`src/rtl/lcd_spi_pkg.sv`:
```
// Shared types and constants for the 12864 LCD SPI arbiter.
package lcd_spi_pkg;

  typedef enum logic [1:0] {
    ST_IDLE = 2'd0,
    ST_BUSY = 2'd1,
    ST_GAP  = 2'd2,
    ST_HOLD = 2'd3
  } lcd_state_e;

  // Word layout: {ctl[1:0], byte[7:0]}
  localparam int LCD_DW         = 10;
  localparam int LCD_CTL_CS_BIT = 9;  // 1 = chip select inactive
  localparam int LCD_CTL_DC_BIT = 8;  // data/command select

  // Parked word: CS inactive, D/C high, zero payload (10'h300)
  localparam logic [LCD_DW-1:0] LCD_IDLE_WORD =
    LCD_DW'((1 << LCD_CTL_CS_BIT) | (1 << LCD_CTL_DC_BIT));

  localparam int LCD_TIMEOUT_DEF = 50000;
  localparam int LCD_TO_W_DEF    = 16;

endpackage

```
`src/rtl/lcd_rr_pick.sv`:
```
// Combinational round-robin picker: first set request after ptr, wrapping.
module lcd_rr_pick #(
  parameter int NREQ = 3,
  parameter int PW   = (NREQ > 1) ? $clog2(NREQ) : 1
) (
  input  logic [NREQ-1:0] req,
  input  logic [PW-1:0]   ptr,
  output logic [NREQ-1:0] gnt,
  output logic [PW-1:0]   idx,
  output logic            vld
);

  logic [PW-1:0] j;

  // Walk ptr+1 .. ptr+NREQ (mod NREQ); the first hit wins, so ptr itself is last.
  always_comb begin
    gnt = '0;
    idx = '0;
    vld = 1'b0;
    j   = '0;
    for (int i = 1; i <= NREQ; i++) begin
      j = PW'((int'(ptr) + i) % NREQ);
      if (!vld && req[j]) begin
        vld    = 1'b1;
        gnt[j] = 1'b1;
        idx    = j;
      end
    end
  end

endmodule

```
`src/rtl/lcd_spi_arbiter.sv`:
```
// Shares the LCD SPI write engine between NREQ command sources.
// Round-robin per word, Req_Lock keeps the grant across a burst, and a
// watchdog aborts a transfer the engine never completes.
module lcd_spi_arbiter
  import lcd_spi_pkg::*;
#(
  parameter int              NREQ      = 3,
  parameter int              DW        = LCD_DW,
  parameter logic [DW-1:0]   IDLE_WORD = LCD_IDLE_WORD,
  parameter int              TIMEOUT   = LCD_TIMEOUT_DEF,
  parameter int              TO_W      = LCD_TO_W_DEF
) (
  input  logic                 CLK,
  input  logic                 RST,
  input  logic [NREQ-1:0]      Req_Start_Sig,
  input  logic [NREQ-1:0]      Req_Lock,
  input  logic [NREQ*DW-1:0]   Req_Data,
  output logic [NREQ-1:0]      Req_Done_Sig,
  output logic                 SPI_Start_Sig,
  output logic [DW-1:0]        SPI_Data,
  input  logic                 SPI_Done_Sig,
  output logic [NREQ-1:0]      Grant,
  output logic                 Busy,
  output logic                 Timeout_Sig
);

  localparam int PW = (NREQ > 1) ? $clog2(NREQ) : 1;

  lcd_state_e           state_q, state_d;
  logic [NREQ-1:0]      grant_q, grant_d;
  logic [PW-1:0]        gidx_q, gidx_d;
  logic [PW-1:0]        ptr_q, ptr_d;
  logic                 spi_start_q, spi_start_d;
  logic [DW-1:0]        spi_data_q, spi_data_d;
  logic [TO_W-1:0]      wd_q, wd_d;
  logic                 timeout_q, timeout_d;

  logic [NREQ-1:0][DW-1:0] req_word;
  logic [NREQ-1:0]      pick_gnt;
  logic [PW-1:0]        pick_idx;
  logic                 pick_vld;
  logic                 in_busy;
  logic                 wd_hit;

  assign req_word = Req_Data;
  assign in_busy  = (state_q == ST_BUSY);
  assign wd_hit   = in_busy && (wd_q == TO_W'(TIMEOUT - 1));

  lcd_rr_pick #(
    .NREQ (NREQ),
    .PW   (PW)
  ) u_pick (
    .req (Req_Start_Sig),
    .ptr (ptr_q),
    .gnt (pick_gnt),
    .idx (pick_idx),
    .vld (pick_vld)
  );

  // Next-state, grant/pointer bookkeeping, output word and watchdog.
  always_comb begin
    state_d     = state_q;
    grant_d     = grant_q;
    gidx_d      = gidx_q;
    ptr_d       = ptr_q;
    spi_start_d = spi_start_q;
    spi_data_d  = spi_data_q;
    wd_d        = '0;
    timeout_d   = 1'b0;
    case (state_q)
      ST_IDLE: begin
        if (pick_vld) begin
          grant_d     = pick_gnt;
          gidx_d      = pick_idx;
          spi_data_d  = req_word[pick_idx];
          spi_start_d = 1'b1;
          state_d     = ST_BUSY;
        end
      end
      ST_BUSY: begin
        wd_d = wd_q + TO_W'(1);
        // A done on the watchdog's last cycle still counts as a clean finish.
        if (SPI_Done_Sig || wd_hit) begin
          spi_start_d = 1'b0;
          spi_data_d  = IDLE_WORD;
          timeout_d   = !SPI_Done_Sig;
          state_d     = ST_GAP;
        end
      end
      ST_GAP: begin
        // One dead cycle lets the owner drop its start before we look again.
        if (Req_Lock[gidx_q]) begin
          state_d = ST_HOLD;
        end else begin
          grant_d = '0;
          ptr_d   = gidx_q;
          state_d = ST_IDLE;
        end
      end
      ST_HOLD: begin
        if (Req_Start_Sig[gidx_q]) begin
          spi_data_d  = req_word[gidx_q];
          spi_start_d = 1'b1;
          state_d     = ST_BUSY;
        end else if (!Req_Lock[gidx_q]) begin
          grant_d = '0;
          ptr_d   = gidx_q;
          state_d = ST_IDLE;
        end
      end
      default: state_d = ST_IDLE;
    endcase
  end

  // State and output registers; reset parks the bus with requester 0 first in line.
  always_ff @(posedge CLK or posedge RST) begin
    if (RST) begin
      state_q     <= ST_IDLE;
      grant_q     <= '0;
      gidx_q      <= '0;
      ptr_q       <= PW'(NREQ - 1);
      spi_start_q <= 1'b0;
      spi_data_q  <= IDLE_WORD;
      wd_q        <= '0;
      timeout_q   <= 1'b0;
    end else begin
      state_q     <= state_d;
      grant_q     <= grant_d;
      gidx_q      <= gidx_d;
      ptr_q       <= ptr_d;
      spi_start_q <= spi_start_d;
      spi_data_q  <= spi_data_d;
      wd_q        <= wd_d;
      timeout_q   <= timeout_d;
    end
  end

  assign Req_Done_Sig  = grant_q & {NREQ{(SPI_Done_Sig | wd_hit) & in_busy}};
  assign SPI_Start_Sig = spi_start_q;
  assign SPI_Data      = spi_data_q;
  assign Grant         = grant_q;
  assign Busy          = (state_q != ST_IDLE);
  assign Timeout_Sig   = timeout_q;

endmodule
```
`config.mk`:
```
export PLATFORM = sky130hd
export DESIGN_NAME = lcd_spi_arbiter
export DESIGN_NICKNAME = d
export VERILOG_FILES = /design/src/rtl/lcd_spi_pkg.sv /design/src/rtl/lcd_rr_pick.sv /design/src/rtl/lcd_spi_arbiter.sv
export SDC_FILE = /design/constraint.sdc
export NUM_CORES = 1
export LEC_CHECK = 0
export ABC_AREA = 1
export CORE_UTILIZATION = 46
export CTS_CLUSTER_SIZE = 14
export DETAILED_ROUTE_END_ITERATION = 16
export PLACE_DENSITY = 0.79
export SYNTH_ARGS = -nofsm -noshare
export SYNTH_HDL_FRONTEND = slang
export SYNTH_SLANG_ARGS = --single-unit
```
`constraint.sdc`:
```
create_clock -name CLK -period 1.9 [get_ports CLK]
set_input_delay 0.38 -clock CLK [delete_from_list [all_inputs] [get_ports CLK]]
set_output_delay 0.38 -clock CLK [all_outputs]
set_load 0.01 [all_outputs]
```
==> summary.md, run 1 <==
| Metric | Value |
|---|---|
| Status | `finished with violations` |
| Failing checks | `setup timing` |
| Max cap viols | `0` |
| N_diodes | `0` |
| Min Tclk post-route | `2.12 ns` |
| WL per Instance | `14.7 microns` |
| Die X | `79.2 microns` |
| Compound-Gate Fraction of Synth Area | `0.164` |
| Startpoint Class | `flop` |
| Top FF cell, synth | `dfrtp_1` |
| Overall power | `7.61 mW` |
| Initial antenna violation count | `0` |
| Initial Util | `0.488` |
| Routed Antenna Nets | `0` |
| DR iter-0 viols | `211` |
| Cell area after synthesis | `2740 sq um` |
| Synth cell types | `41` |
| Core area | `5610 sq um` |
| Root buffer cell | `clkbuf_8` |
| Hold Fails Final Rpt | `0` |
| Total GRT Usage | `0.266` |
| Simple-gate share of the synthesized area | `0.343` |
| RSZ-0062 raised after global routing | `yes` |
| Largest net degree at the start of global routing | `31` |
| Clk buf depth | `2` |
| Via density per instance | `5.34` |
| Crit path capture type | `flop` |
| Synth async-reset ratio | `1.00` |
| Leak | `2.05 nW` |
| Congestion Overflow GR | `0` |
| Crit-path most repeated cell | `nand2_2` |
| Syn Inst Count | `395` |
| Synth area leader | `dfrtp_1` |
| Pwr dens | `1790 nW/um^2` |
| Drc violations | `0` |
| Number of global-route vias before repair | `3048` |
| Worst EP arrival | `2.34 ns` |
| FP Rows | `27` |
| DIE HEIGHT | `79.2 microns` |
| Worst-Skew Late Latency | `0.29 ns` |
| Routed WL | `8.64 mm` |
| CTS sink cnt | `37` |
| Worst hold path type | `primary input to asynchronous set/reset pin` |
| Final setup vio count | `18` |
| Critical Path Source | `ptr_q[1]` |
| Ratio of final minimum period to clock period | `1.12` |
| Synth top area cells | `dfrtp_1, nand2_1, inv_1` |
| Vias | `3131` |
| Mux cell area share after synthesis | `0` |
| Share of cells above drive strength 1 | `0.311` |
| Seq cells post-synth | `37` |
| RR Startpoint | `ptr_q[1]` |
| CP top delay family | `simple AND/OR/NAND/NOR gates` |
| Worst vdd ir | `0.877 mV` |
| Commonest non-fill, non-tap cell in the layout | `nand2_1` |
| First-pass iteration count of the detailed router | `5` |
| Worst-path clk slew | `0.08 ns` |
| Crit-path max FO | `7` |
| IO Pins | `58` |
| Crit-path max cell delay | `0.59 ns` |
| Setup Skew | `0.00393 ns` |
| First-pass GRT wire length | `13.1 mm` |
| Max Clk Rate | `471 MHz` |
| Sequential cell area fraction in the yosys report | `0.339` |
| Crit path cell chain | `ha_4, inv_4, nand3_1, nand2_2, nand2_1, nor2_2, nand2_2, nand4_1, buf_6, clkbuf_16, nor2_1, a21oi_1` |
| Xor-xnor portion of the synthesized cell area | `0.00959` |
| Synthesis Warnings | `0` |
| Critical Path RT | `2.12 ns` |
| Commonest cells after routing, fill and taps aside | `nand2_1, inv_1, clkdlybuf4s50_1, buf_4` |
| Syn Area/Cell | `6.93 sq um` |
| CTS tree | `yes` |
| Syn nets | `439` |
| Largest family of logic cells by synthesized area | `simple AND/OR/NAND/NOR gates` |
| Adder-Cell Fraction of Synth Area | `0.0228` |
| Synth top area share | `0.311` |
| I/O Buffers | `57` |
| H-tree depth | `2` |
| Kind of critical path | `flop to flop` |
| Post-synth EDFFs | `0` |
| Pre-CTS setup slack | `-0.281 ns` |
| Worst rel slew slack | `0.705` |
| Final #Nets | `557` |
| Slowest cell on the critical path | `dfstp_2` |
| Synth-to-Final Area Change | `55.0%` |
| TritonCTS Buffers | `5` |
| Setup WS post-layout | `-0.223 ns` |
| Area of the die | `6270 sq um` |
| Hpwl dp | `5.89 mm` |
| Routability cong. | `0.863` |
| Crit path buf inv count | `3` |
| Slew at the pin with the worst max-slew slack | `0.442 ns` |
| Slew Limit Fails | `0` |
## worst paths after layout
check / to / slack, ns / depth (start not counted)
worst max-delay path: SPI_Data[0] / -0.22 / 12
worst min-delay path: SPI_Data[5] / 0.38 / 2
worst max register to register: SPI_Data[0] / -0.22 / 12
worst min register to register: SPI_Data[8] / 0.48 / 2
max in group asynchronous: ptr_q[1] / 0.93 / 3
min in group CLK: SPI_Data[8] / 0.48 / 2
## report_power, final
group	switching [mW]	internal [mW]	total (mW)
clock network	0.303	0.394	0.698
registers	0.146	1.06	1.20
logic	3.15	2.56	5.71
## state kept, by name (all words and copies together) (netlist names)
register       flops
SPI_Start_Sig      1
gidx_q             2
Grant              3
state_q            2
ptr_q              2
SPI_Data          10
Timeout_Sig        1
wd_q              16
## synth_stat cells (2+ instances only)
master and n:
inv_2 6, nand4_1 4, nand3_1 25, xor2_1 2, buf_2 2, inv_1 65
a21oi_1 34, ha_1 5, nand2_1 87, nand3_2 8, dfrtp_1 34, and3_1 2
o21ai_0 15, nor3_1 7, clkbuf_1 6, nand2_4 8, nor2_2 2, o21ai_1 7
or2_2 2, a21oi_2 6, o22ai_1 3, a221oi_1 2, dfstp_2 3, nand2_2 4
o211ai_2 2, nor2_1 39
## metal layers
| metal | share of wire | track usage |
|---|---|---|
| met5 | 0 | 0 |
| met3 | 0.069 | 0.0391 |
| met4 | 0.028 | 0.0964 |
| met2 | 0.51 | 0.482 |
| met1 | 0.39 | 0.317 |
## what timing repair did
item,CTS,global route
buffers inserted,3,8
gates resized for setup,26,37
hold endpoints to repair,0,0
cloned,0,3
setup endpoints to repair,20,24
hold buffers,0,0
pin swaps,3,20
## final cells by class
class,count,area [sq um]
Sequential cell,37,930
Multi-Input combinational cell,276,1700
Tap cell,72,90.1
Clock inverter,2,38.8
Fill cell,394,1360
Clock buffer,6,72.6
Timing Repair Buffer,121,1140
Inverter,72,278
## stage by stage
stage | instances | hold slack [ns] | cell area (sq um) | util | setup TNS, ns
after floorplan | 395 | 0.433 | 2800 | - | 0
after global placement | 565 | 0.469 | 3820 | 0.682 | -2.83
after detailed placement | 565 | 0.466 | 3820 | 0.682 | -4.42
after CTS | 576 | 0.388 | 3990 | 0.711 | -1.61
after global routing | 586 | 0.397 | 4250 | 0.757 | -4.38
final | 586 | 0.385 | 4250 | 0.757 | -2.58
## logic make-up (layout without fill, tap and decap cells)
group,Yosys count,in the layout
fa+ha+maj,5,5
xor+xnor,3,3
flops,37,37
compound gates,76,76
buf+inv,82,201
simple gates,192,192
Power figures use the tool's default switching activity.
==> run 2, diff against run 1 <==
--- a/config.mk
+++ b/config.mk
@@ -10,6 +10,8 @@
 export CTS_CLUSTER_SIZE = 14
 export DETAILED_ROUTE_END_ITERATION = 16
 export PLACE_DENSITY = 0.79
+export REMOVE_ABC_BUFFERS = 1
+export SETUP_SLACK_MARGIN = 0.4
 export SYNTH_ARGS = -nofsm -noshare
 export SYNTH_HDL_FRONTEND = slang
 export SYNTH_SLANG_ARGS = --single-unit
==> run 2 against run 1 <==
Effect of this change: cell count up 5.5%; first-iteration DRC count up 29%; global-route usage up 4.1 points; the flow still finishes with violations (setup timing); combinational power up 20%; core utilization up 8.7 points; worst hold slack better by 0.046 ns; clock power down 13%; wire length up 34%; final area up 11%; die area unchanged.
==> summary.md, run 2 (same netlist as run 1, synthesis figures left out) <==
| Metric | Value |
|---|---|
| FP Rows | `27 (unchanged)` |
| Congestion Overflow GR | `0 (unchanged)` |
| Max Clk Rate | `441 MHz (-6.3%)` |
| Setup Skew | `0.00918 ns (+0.00525 ns)` |
| Flop2flop setup slack | `-0.37 ns (-0.14 ns)` |
| WL per Instance | `18.7 microns (+27%)` |
| Number of global-route vias before repair | `3345 (+9.7%)` |
| Final setup vio count | `20 (+2)` |
| Gr busiest metal | `met2` |
| Setup WS post-layout | `-0.367 ns (-0.144 ns)` |
| Commonest non-fill, non-tap cell in the layout | `buf_4` |
| Worst vdd ir | `1.26 mV (+44%)` |
| Total GRT Usage | `0.308 (+0.0415)` |
| Worst-path clk slew | `0.08 ns (about the same)` |
| Met1 Usage GRT | `0.336 (+0.0193)` |
| Commonest cells after routing, fill and taps aside | `buf_4, nand2_1, inv_1` |
| Routed Antenna Nets | `0 (unchanged)` |
| CTS sink cnt | `37 (unchanged)` |
| Hpwl dp | `5.66 mm (-3.8%)` |
| Overall power | `8.66 mW (+14%)` |
| Startpoint Class | `flop` |
| RR Startpoint | `ptr_q[1]` |
| Fillers | `308 (-22%)` |
| Max cap viols | `0 (unchanged)` |
| Vias | `3649 (+17%)` |
| Status | `finished with violations` |
| Sequential cell area | `932 sq um (+0.27%)` |
| Worst hold path type | `primary input to asynchronous set/reset pin` |
| Crit-path max FO | `10 (+3)` |
| Ratio of final minimum period to clock period | `1.19 (+0.0757)` |
| First-pass iteration count of the detailed router | `7 (+2)` |
| DR iter-0 viols | `273 (+29%)` |
| Min Tclk post-route | `2.27 ns (+0.144 ns)` |
| Critical Path RT | `2.13 ns (about the same)` |
| Crit Reg-Reg Endpoint | `SPI_Data[8]` |
| Initial antenna violation count | `0 (unchanged)` |
| TNS Setup | `-4.12 ns (-1.54 ns)` |
| RSZ-0062 raised after global routing | `yes` |
| Hold Fails Final Rpt | `0 (unchanged)` |
| First-pass GRT wire length | `15.0 mm (+14%)` |
| Slew at the pin with the worst max-slew slack | `0.442 ns (+0.000239 ns)` |
| Share of cells above drive strength 1 | `0.445 (+0.134)` |
| Slew Limit Fails | `0 (unchanged)` |
| Root buffer cell | `clkbuf_8` |
| Met2 Track Usage GR | `0.566 (+0.0836)` |
| Synth-to-Final Area Change | `72.8%` |
| Final #Nets | `589 (+5.7%)` |
| Routed WL | `11.6 mm (+34%)` |
| Largest net degree at the start of global routing | `38 (+23%)` |
| I/O Buffers | `57 (unchanged)` |
| Crit path capture type | `flop` |
| TritonCTS Buffers | `5 (unchanged)` |
| Multi-input gate area | `1970 sq um (+16%)` |
| Most flops, register | `wd_q` |
| Drc violations | `0 (unchanged)` |
| R2R cell count | `13 (+1)` |
| Die X | `79.2 microns (unchanged)` |
| Initial Util | `0.488 (unchanged)` |
| Worst rel slew slack | `0.705 (about the same)` |
| Largest register FFs | `16 (unchanged)` |
| Worst-Skew Late Latency | `0.30 ns (about the same)` |
| DIE HEIGHT | `79.2 microns (unchanged)` |
| Kind of critical path | `flop to flop` |
| Worst EP arrival | `2.50 ns (+0.16 ns)` |
| IO Pins | `58 (unchanged)` |
| Pwr dens | `1830 nW/um^2 (+2.0%)` |
| Met3 GRT Util | `0.0644 (+0.0253)` |
| Area of the die | `6270 sq um (unchanged)` |
| Leak | `2.35 nW (+14%)` |
| Failing checks | `setup timing` |
| H-tree depth | `2 (unchanged)` |
| N_diodes | `0 (unchanged)` |
| Core area | `5610 sq um (unchanged)` |
| Clk buf depth | `2 (unchanged)` |
| Via density per instance | `5.90 (+11%)` |
| Routability cong. | `0.926 (+7.4%)` |
| CTS tree | `yes` |
==> run 2: cell types whose count changed in the layout (fill, tap and decap cells not counted), moves of 5 or more <==
cell	previous run	this run
nor2_1	31	25
nand3_1	18	8
buf_6	5	24
nand3_2	13	21
inv_2	6	14
buf_4	53	70
inv_1	62	53
clkdlybuf4s50_1	53	35
nand2_4	8	16
dlygate4sd2_1	1	16
nand2_1	74	66
a21oi_1	34	29
nor2_4	5	10
==> run 2: what timing repair did <==
action,4_1_cts,5_1_grt
buffers inserted,20,13
hold buffers,0,0
pin swaps,27,30
cloned,3,0
endpoints found under the hold margin,0,0
gates resized for setup,117,76
setup endpoints to repair,47,34
==> run 2: final cells by class <==
| type | count | area share |
|---|---|---|
| clock buffers | 6 | 0.0174 |
| multi-input cells | 277 | 0.417 |
| repair buffers | 152 | 0.288 |
| well taps | 72 | 0.0190 |
| clock inverters | 2 | 0.00291 |
| inverters | 72 | 0.0592 |
| flip-flops and latches | 37 | 0.197 |
==> run 2: per-layer routing <==
metal,vias up,routed length [microns]
met2,298,5650
met1,1687,4100
met5,-,0
met3,94,1090
met4,0,724
li1,1570,-
==> run 2: how the worst max path moves through the flow <==
stage	startpoint	to	slack (ns)	cells past startpoint
after CTS	ptr_q[1]	SPI_Data[4]	-0.12	13
after floorplan	gidx_q[1]	SPI_Data[2]	-0.38	8
after detailed placement	Req_Start_Sig[1]	SPI_Data[5]	-0.28	13
after global routing	ptr_q[1]	SPI_Data[8]	-0.45	13
after global placement	Req_Start_Sig[1]	SPI_Data[4]	-0.23	13
final	ptr_q[1]	SPI_Data[8]	-0.37	13
==> run 2: worst max-delay path, stage by stage, from the launching register on <==
cell and delay, ns:
dfstp_2 0.59, ha_4 0.24, buf_6 0.12, o21ai_2 0.05
nand2_2 0.10, buf_6 0.14, nand3_4 0.09, nor2_4 0.05
nor2_4 0.18, inv_4 0.10, a21oi_1 0.26, nand2_1 0.14
nand2_1 0.09, nand2_1 0.05
==> run 2: where the power goes <==
group / switching, mW / internal [mW] / leakage [nW]
Combinational: 3.90 / 2.93 / 1.82
Clock: 0.310 / 0.295 / 0.0512
Sequential: 0.165 / 1.06 / 0.474
Total: 4.38 / 4.28 / 2.35
==> run 2: metrics by stage <==
step	instances	hold WS [ns]	cell area, sq um	util	setup WS (ns)
floorplan	385	0.433	2680	-	-0.381
global placement	574	0.460	3800	0.677	-0.233
CTS	605	0.445	4370	0.780	-0.124
finish	618	0.431	4730	0.844	-0.367
detailed placement	574	0.465	3800	0.677	-0.284
global route	618	0.458	4730	0.844	-0.446
==> run 3, diff against run 2 <==
--- a/config.mk
+++ b/config.mk
@@ -6,10 +6,11 @@
 export NUM_CORES = 1
 export LEC_CHECK = 0
 export ABC_AREA = 1
+export ABC_CLOCK_PERIOD_IN_PS = 1900
 export CORE_UTILIZATION = 46
 export CTS_CLUSTER_SIZE = 14
 export DETAILED_ROUTE_END_ITERATION = 16
-export PLACE_DENSITY = 0.79
+export PLACE_DENSITY = 0.86
 export REMOVE_ABC_BUFFERS = 1
 export SETUP_SLACK_MARGIN = 0.4
 export SYNTH_ARGS = -nofsm -noshare
==> run 3 against run 2 <==
Effect of this change: the run still ends with setup timing left; non-clock buffer count shrank 11; critical path depth fell by 3; flip-flop and latch count unchanged; worst hold slack improved by 0.059 ns; cell count down 1.8%; maximum frequency increased by 0.40%; first-iteration DRC count grew 66%; via count up 2.2%; critical path type unchanged; critical endpoint is now gidx_q[0]; highest routed layer unchanged.
==> summary.md, run 3 (same netlist as run 1, synthesis figures left out) <==
| Metric | Value |
|---|---|
| Min Tclk post-route | `2.26 ns (-0.00913 ns)` |
| P_sw | `4.77 mW (+9.0%)` |
| Max Clk Rate | `443 MHz (+0.40%)` |
| DR iter-0 viols | `452 (+66%)` |
| Slew Limit Fails | `0 (unchanged)` |
| Congestion Overflow GR | `0 (unchanged)` |
| Setup Skew | `0.0202 ns (+0.0110 ns)` |
| Via density per instance | `6.15 (+4.1%)` |
| Initial antenna violation count | `0 (unchanged)` |
| Design Area, Final | `4730 sq um (-0.16%)` |
| Worst hold path type | `primary input to asynchronous set/reset pin` |
| RSZ-0062 raised after global routing | `yes` |
| Setup WS post-layout | `-0.358 ns (+0.00913 ns)` |
| Largest net degree at the start of global routing | `38 (unchanged)` |
| Ratio of final minimum period to clock period | `1.19 (-0.00481)` |
| I/O Buffers | `57 (unchanged)` |
| CTS tree | `yes` |
| Drc violations | `0 (unchanged)` |
| Worst rel slew slack | `0.656 (-0.0494)` |
| Slew at the pin with the worst max-slew slack | `0.516 ns (+0.0740 ns)` |
| Slowest cell on the critical path | `dfstp_2` |
| RR Startpoint | `ptr_q[1]` |
| DP Cell Count | `570 (-0.70%)` |
| Worst vdd ir | `1.20 mV (-5.3%)` |
| Worst-path clk slew | `0.10 ns (+0.02 ns)` |
| R2R cell count | `10 (-3)` |
| Worst-Skew Late Latency | `0.32 ns (+0.02 ns)` |
| Startpoint Class | `flop` |
| Worst EP arrival | `2.43 ns (-0.07 ns)` |
| Routability cong. | `0.890 (-3.9%)` |
| First-pass iteration count of the detailed router | `6 (-1)` |
| TNS Setup | `-4.00 ns (+0.120 ns)` |
| Max cap viols | `0 (unchanged)` |
| N_diodes | `0 (unchanged)` |
| Crit-path max cell delay | `0.61 ns (+0.02 ns)` |
| Hold Fails Final Rpt | `0 (unchanged)` |
| Failing checks | `setup timing` |
| Routed Antenna Nets | `0 (unchanged)` |
| Final #Nets | `578 (-1.9%)` |
| IO Pins | `58 (unchanged)` |
| Seq pwr share | `0.136 (-0.005)` |
| Crit path capture type | `flop` |
| Fin cells | `607 (-1.8%)` |
| Status | `finished with violations` |
| Sw frac | `0.528 (+0.0223)` |
| Logic pwr share | `0.792 (+0.003)` |
| Die X | `79.2 microns (unchanged)` |
| Share of cells above drive strength 1 | `0.439 (-0.00580)` |
| Hold_buf cts | `0 (unchanged)` |
| Synth-to-Final Area Change | `72.5%` |
| Kind of critical path | `flop to flop` |
| H-tree depth | `2 (unchanged)` |
| FP Rows | `27 (unchanged)` |
| Largest register FFs | `16 (unchanged)` |
| WL per Instance | `21.3 microns (+14%)` |
| Min Hold Slack | `0.490 ns (+0.0586 ns)` |
| Commonest cells after routing, fill and taps aside | `buf_4, nand2_1, inv_1` |
| Vias | `3731 (+2.2%)` |
| Final setup vio count | `19 (-5.0%)` |
| Hpwl dp | `5.79 mm (+2.3%)` |
| Crit Reg-Reg Endpoint | `gidx_q[0]` |
| Critical Path RT | `2.08 ns (-0.05 ns)` |
| Overall power | `9.04 mW (+4.4%)` |
| Root buffer cell | `clkbuf_8` |
| Critical Path Source | `ptr_q[1]` |
| Leak | `2.28 nW (-2.8%)` |
| First-pass GRT wire length | `15.9 mm (+6.4%)` |
| Routed WL | `13.0 mm (+12%)` |
| Crit path cell chain | `ha_4, inv_4, nand3_2, nand2_4, nand3_4, buf_4, buf_6, o221ai_2, nand2_1, o21ai_1` |
| Core area | `5610 sq um (unchanged)` |
| Placed instance area | `3780 sq um (-0.46%)` |
| Commonest non-fill, non-tap cell in the layout | `buf_4` |
| CTS sink cnt | `37 (unchanged)` |
| Crit-path max FO | `6 (-4)` |
| Total GRT Usage | `0.332 (+0.0245)` |
| Initial Util | `0.488 (unchanged)` |
| Total internal power | `4.27 mW (-0.31%)` |
| Clk buf depth | `2 (unchanged)` |
| Most flops, register | `wd_q` |
| Clock network fraction of design power | `0.072 (+0.002)` |
| DIE HEIGHT | `79.2 microns (unchanged)` |
| TritonCTS Buffers | `5 (unchanged)` |
| Pwr dens | `1910 nW/um^2 (+4.6%)` |
| Area of the die | `6270 sq um (unchanged)` |
| Flop2flop setup slack | `-0.36 ns (about the same)` |
| Number of global-route vias before repair | `3355 (+0.30%)` |
## run 3: cell types whose count changed in the layout (fill, tap and decap cells not counted), moves of 4 or more
| cell | delta |
|---|---|
| buf_4 | -5 |
| inv_2 | -5 |
| nor2_2 | -4 |
| buf_6 | -7 |
## run 3: what timing repair did
action                                 in CTS  in global routing
setup buffers                              13                 15
pin swaps                                  19                 32
cloned                                      0                  1
endpoints found under the hold margin       0                  0
setup endpoints to repair                  47                 35
resized for setup                         118                 81
## run 3: final cells by class
type / instances / area [sq um]
sequential: 37 / 932
inverter: 72 / 285
tap: 72 / 90.1
clock inverter: 2 / 13.8
fill: 281 / 882
multi-input combinational: 277 / 2060
clock buffer: 6 / 82.6
timing repair buffer: 141 / 1260
## run 3: metrics by stage
| stage | setup slack (ns) | utilization |
|---|---|---|
| finish | -0.358 | 0.843 |
| global route | -0.433 | 0.843 |
| CTS | -0.129 | 0.761 |
| detailed placement | -0.277 | 0.674 |
| global placement | -0.195 | 0.674 |
| floorplan | -0.381 | - |
## run 3: how the worst max path moves through the flow
| stage | endpoint | slack (ns) | cells past startpoint |
|---|---|---|---|
| after global placement | SPI_Data[6] | -0.20 | 12 |
| after global routing | gidx_q[0] | -0.43 | 10 |
| after CTS | SPI_Data[5] | -0.13 | 11 |
| after detailed placement | SPI_Data[0] | -0.28 | 12 |
| final | gidx_q[0] | -0.36 | 10 |
| after floorplan | SPI_Data[2] | -0.38 | 8 |
## run 3: critical path, delay by kind of cell, from the launching register on
kind / cells / cell delay, ns
flops: 1 / 0.61
compound gates: 2 / 0.39
buf+inv: 3 / 0.38
simple gates: 4 / 0.47
fa+ha+maj: 1 / 0.26
## run 3: per-layer routing
metal	GRT usage	share of wire
met1	0.392	0.35
met2	0.591	0.48
met3	0.0517	0.10
met4	0.145	0.058
met5	0	0
## run 3: power groups by stage
stage	Combinational [mW]	Sequential, mW	Clock, mW
3_3_place_gp	4.56	1.19	0
4_1_cts	5.66	1.19	0.602
3_5_place_dp	4.70	1.20	0
2_1_floorplan	2.80	1.28	0
6_report	7.16	1.23	0.650
5_1_grt	7.46	1.25	0.681
